--- config.mk ---
export PLATFORM = sky130hd
export DESIGN_NAME = fetch_trace_queue
export DESIGN_NICKNAME = d
export VERILOG_FILES = /design/src/rtl/fetch_trace_queue.sv
export SDC_FILE = /design/constraint.sdc
export NUM_CORES = 2
export LEC_CHECK = 0
export CORE_AREA = 2 2 330 332
export DETAILED_ROUTE_END_ITERATION = 8
export DIE_AREA = 0 0 332 334
export GPL_ROUTABILITY_DRIVEN = 0
export PLACE_DENSITY = 0.62
export REMOVE_ABC_BUFFERS = 1
export SLEW_MARGIN = 10
export SYNTH_ARGS = -nofsm -noshare
export SYNTH_HDL_FRONTEND = slang
export SYNTH_SLANG_ARGS = --single-unit
--- constraint.sdc ---
create_clock -name clk -period 46.2 [get_ports clk]
set_clock_uncertainty 0.05 [all_clocks]
set_input_delay 6.93 -clock clk [delete_from_list [all_inputs] [get_ports clk]]
set_output_delay 6.93 -clock clk [all_outputs]
set_load 0.1 [all_outputs]
--- src/rtl/fetch_trace_queue.sv ---
// Purpose : tracks every instruction-bus fetch in issue order until its inst_data_ok response returns.
// Latency : an entry can retire on the cycle after it is enqueued; retirement is combinational with inst_data_ok.
// Backpr. : SCT_allowin_w_o drops when DEPTH fetches are outstanding, unless a response frees a slot that cycle.
//
// Optional feature macro: SCT_REFILL_TRACK_EN keeps a per-entry TLB-refill flag and drives SCT_isRefill_o.
// Without it, no refill storage exists, SCT_isRefill_o is 0 and MMU_isRefill_i is ignored.
//
// Ports:
//   clk, rst                  clock, asynchronous active-high reset
//   FCT_*                     request from IF stage 1 (valid, payload, stage-1 exception, upstream cancel)
//   MMU_*                     MMU exception info, merged into the entry at enqueue
//   BSC/CP0/SBA cancel inputs pipeline-wide cancel, applied to every in-flight entry
//   inst_data_ok              bus response for the oldest outstanding request
//   SCT_allowin_w_o           queue can take a request this cycle
//   SCT_valid_o, SCT_*        head retirement strobe and head entry contents
//   SCT_count_o               current occupancy
module fetch_trace_queue #(
  parameter int DEPTH     = 4,
  parameter int PAYLOAD_W = 256,
  parameter int EXC_W     = 5
) (
  input  logic                         clk,
  input  logic                         rst,
  input  logic                         FCT_valid_i,
  input  logic [PAYLOAD_W-1:0]         FCT_payload_i,
  input  logic                         FCT_hasException_i,
  input  logic [EXC_W-1:0]             FCT_ExcCode_i,
  input  logic                         FCT_isCanceled_i,
  input  logic                         MMU_hasException_i,
  input  logic [EXC_W-1:0]             MMU_ExcCode_i,
  input  logic                         MMU_isRefill_i,
  input  logic                         BSC_needCancel_w_i,
  input  logic                         CP0_excOccur_w_i,
  input  logic                         SBA_flush_w_i,
  input  logic                         inst_data_ok,
  output logic                         SCT_allowin_w_o,
  output logic                         SCT_valid_o,
  output logic [PAYLOAD_W-1:0]         SCT_payload_o,
  output logic                         SCT_hasException_o,
  output logic [EXC_W-1:0]             SCT_ExcCode_o,
  output logic                         SCT_isRefill_o,
  output logic [$clog2(DEPTH+1)-1:0]   SCT_count_o
);

  localparam int PTR_W = $clog2(DEPTH);
  localparam int CNT_W = $clog2(DEPTH+1);

  typedef struct packed {
    logic             has_exc;
    logic [EXC_W-1:0] exc_code;
    logic             is_canceled;
  } meta_t;

  logic [PTR_W-1:0]     head_ptr, tail_ptr;
  logic [CNT_W-1:0]     count;
  logic [PAYLOAD_W-1:0] payload_q [DEPTH];
  meta_t                meta_q    [DEPTH];

  logic  need_cancel, do_enq, do_pop;
  meta_t new_meta;

  assign need_cancel = BSC_needCancel_w_i | CP0_excOccur_w_i | SBA_flush_w_i;
  // A response that arrives with nothing outstanding is stray and must not move the head.
  assign do_pop      = inst_data_ok & (count != '0);
  // A full queue still accepts when a response frees the head slot in the same cycle.
  assign SCT_allowin_w_o = (count < CNT_W'(DEPTH)) | inst_data_ok;
  assign do_enq      = FCT_valid_i & SCT_allowin_w_o;

  // Stage-1 exceptions are older than MMU ones, so they win the code.
  assign new_meta.has_exc     = FCT_hasException_i | MMU_hasException_i;
  assign new_meta.exc_code    = FCT_hasException_i ? FCT_ExcCode_i : MMU_ExcCode_i;
  assign new_meta.is_canceled = FCT_isCanceled_i | need_cancel;

  always_ff @(posedge clk or posedge rst) begin
    if (rst) begin
      head_ptr <= '0;
      tail_ptr <= '0;
      count    <= '0;
      for (int i = 0; i < DEPTH; i++) begin
        payload_q[i] <= '0;
        meta_q[i]    <= '0;
      end
    end else begin
      if (do_pop) head_ptr <= head_ptr + PTR_W'(1);
      if (do_enq) tail_ptr <= tail_ptr + PTR_W'(1);

      case ({do_enq, do_pop})
        2'b10:   count <= count + CNT_W'(1);
        2'b01:   count <= count - CNT_W'(1);
        default: count <= count;
      endcase

      // Marking free slots too is harmless: an enqueue rewrites every field.
      if (need_cancel) begin
        for (int i = 0; i < DEPTH; i++) meta_q[i].is_canceled <= 1'b1;
      end
      // Enqueue write comes last; its cancel bit already folds in need_cancel.
      if (do_enq) begin
        payload_q[tail_ptr] <= FCT_payload_i;
        meta_q[tail_ptr]    <= new_meta;
      end
    end
  end

  // Cancelled entries still drain on their response but never retire as valid.
  assign SCT_valid_o        = do_pop & ~meta_q[head_ptr].is_canceled & ~need_cancel;
  assign SCT_payload_o      = payload_q[head_ptr];
  assign SCT_hasException_o = meta_q[head_ptr].has_exc;
  assign SCT_ExcCode_o      = meta_q[head_ptr].exc_code;
  assign SCT_count_o        = count;

`ifdef SCT_REFILL_TRACK_EN
  logic refill_q [DEPTH];

  always_ff @(posedge clk or posedge rst) begin
    if (rst) begin
      for (int i = 0; i < DEPTH; i++) refill_q[i] <= 1'b0;
    end else if (do_enq) begin
      refill_q[tail_ptr] <= ~FCT_hasException_i & MMU_isRefill_i;
    end
  end

  assign SCT_isRefill_o = refill_q[head_ptr];
`else
  logic unused_refill;
  assign unused_refill  = MMU_isRefill_i;
  assign SCT_isRefill_o = 1'b0;
`endif

endmodule

==> metrics.txt <==
# nets final 3,390; ys flop type dfrtp_1; clock root cell clkbuf_16; Crit Path Class in2out; Starting Density 0.4339; fraction of registers with async set/reset 1.000; Tot GR Track Use 0.2056; post-synthesis cell type count 24; largest net degree at the start of global routing 186; share of layout cells above drive strength 1 0.4817; grt met1 use 0.2465; worst endpoint required time 39,220 ps; worst-margin pin slew 1393 ps; Slowest-stage cell, CP clkdlybuf4s50_1; core area 107,800 sq um; worst r2r src tail_ptr[0]; Post-Synth Adder-Cell Area 0.001766; hold crit path type reg2reg; RR Endpoint payload_q[63]; Routed Antenna Nets 0; post-synthesis sequential area ratio 0.5666; setup repair bufs after CTS 0; hold buffer count at cts 0; post-CTS resize count 0; final count of hold timing violations 0; M2 GR Usage 0.3559; Setup violations, final 0; initial antenna violation count 25; crit-path max cell delay 1170 ps; clock tree sinks 1,059; setup TNS 0 ps; H-tree depth 3; post-layout min period 16,180 ps; Vert. Die Dim 334 microns; Routed WL 113,500 microns; CTS tree done; most frequent cells in the layout dfrtp_1, mux2_2, clkdlybuf4s50_1, mux2_4, mux4_2; fraction of the mapped netlist area in simple logic gates 0.002167; Hold Path Stages 1; DR vias 25.13k; DRC violations left 0; Worst Setup EP SCT_valid_o; Initial DRT Pass Iterations 5; number of global-route vias before repair 29.43k; fill cell count 8,603; max-cap check violation count 0; IO Port Bufs 542; startpoint types input port; final slew viol count 0; Clock Latency Late Sink 690 ps; fmax 61.82 MHz; FP Rows 121; CP endpoint kind output port; post-synthesis cell count 2,596; largest family of logic cells by synthesized area multiplexers; most common cell after layout, fill and taps aside dfrtp_1; number of CTS-inserted buffers 116; Starting DRT DRC Count 1,159; maximum root-to-sink buffer count 3; post-DP HPWL 69,610 microns; CP cell instances clkdlybuf4s50_1, or3_1, nor3_1, clkdlybuf4s50_1; flops & latches, synth 1,059; R2R Setup Slk 42,350 ps; GRT busiest layer met2; critical path launch point CP0_excOccur_w_i; post-synthesis mux area share 0.4036; vias per cell 5.434; RSZ-0062 raised after global routing false; GR Overflow Total 0; Mapped Area 46,770 sq um; Slew headroom 0.07104; die area 110,900 sq um; EDFF count, synth 0; Worst R2R Path Depth 5; CP arrival 9200 ps; wire per inst 24.55 microns; yosys synthesis warning count 0; CTS clock-pin slew for the worst setup and hold paths 60 ps; CP most frequent cell clkdlybuf4s50_1; status finished clean; met3 Use GR 0.04911; first-pass GRT wire length 177,300 microns; width of the chip 332 microns; final worst path period share 0.3501; mean area per synthesized cell 18.02 sq um; compound-cell area share of the yosys netlist 0.0001605; xor/xnor share of the synthesized area 0.001124; Top Ports 545; CP Max Fanout 6; Synth-to-Final Area Change 21.95%
[worst max-delay path, delay by kind of cell]
kind                   cells  cell delay [ps]
buffers and inverters      2             1560
AND/OR/NAND/NOR            2              700
[cell families (layout without fill, tap and decap cells)]
family,after synthesis,count (layout)
DFF,1059,1059
xor gates and xnor gates,6,6
muxes,1322,1322
and+or+nand+nor,16,16
other,1,16
adders and majority gates,6,6
AOI/OAI and AO/OA,1,1
buffers and inverters,185,784
[metal layers]
metal	up-vias	part of all wire
li1	10720	-
met1	13670	0.40
met2	529	0.51
met3	194	0.053
met4	18	0.034
met5	-	0.0010
[synth_stat cells, types with 2 or more instances]
| cell | count | area [sq um] |
|---|---|---|
| dfrtp_1 | 1059 | 26500 |
| mux2_2 | 778 | 8761 |
| mux2_4 | 276 | 4144 |
| mux4_2 | 263 | 5923 |
| buf_2 | 137 | 685.7 |
| buf_6 | 36 | 405.4 |
| inv_1 | 7 | 26.28 |
| nor2_1 | 6 | 22.52 |
| ha_1 | 5 | 62.56 |
| mux2i_1 | 5 | 50.05 |
| and3_4 | 4 | 45.04 |
| xnor2_1 | 4 | 35.03 |
| buf_4 | 2 | 15.01 |
| clkbuf_1 | 2 | 7.510 |
| nand2_1 | 2 | 7.510 |
| xor2_1 | 2 | 17.52 |
[flip-flops by register name (all words and copies together) (netlist names)]
name	count
payload_q	1024
head_ptr	2
tail_ptr	2
SCT_count_o	3
meta_q	28
[worst min-delay path by stage]
stage                endpoint      startpoint
5_1_grt        payload_q[843]  payload_q[843]
6_report       payload_q[639]  payload_q[639]
3_5_place_dp   payload_q[503]  payload_q[503]
2_1_floorplan      meta_q[10]      meta_q[10]
4_1_cts        payload_q[515]  payload_q[515]
3_3_place_gp   payload_q[253]  payload_q[253]
[cell type report]
class,instances,area [sq um],share of cell area
clock inverter,32,305.3,0.005353
sequential,1059,26510,0.4647
antenna,15,37.54,0.0006581
tap,1414,1769,0.03102
multi-input combinational,1352,19130,0.3353
clock buffer,174,3515,0.06162
inverter,7,33.78,0.0005923
timing repair buffer,571,5743,0.1007
[metrics by stage]
step | area (sq um) | hold WS [ps] | std cells | worst slack (ps) | util
CTS | 57000 | 453.2 | 4609 | 30030 | 0.5288
global route | 57040 | 461.7 | 4624 | 29950 | 0.5291
detailed placement | 53180 | 437.9 | 4403 | 30050 | 0.4933
global placement | 53180 | 432.7 | 4403 | 30030 | 0.4933
floorplan | 45650 | 425.4 | 2418 | 9411 | -
finish | 57040 | 449.6 | 4624 | 30020 | 0.5291
Power is left out: the tool's default activity adds up to more than one toggle a clock period on the data nets, which glitch-free logic cannot reach.
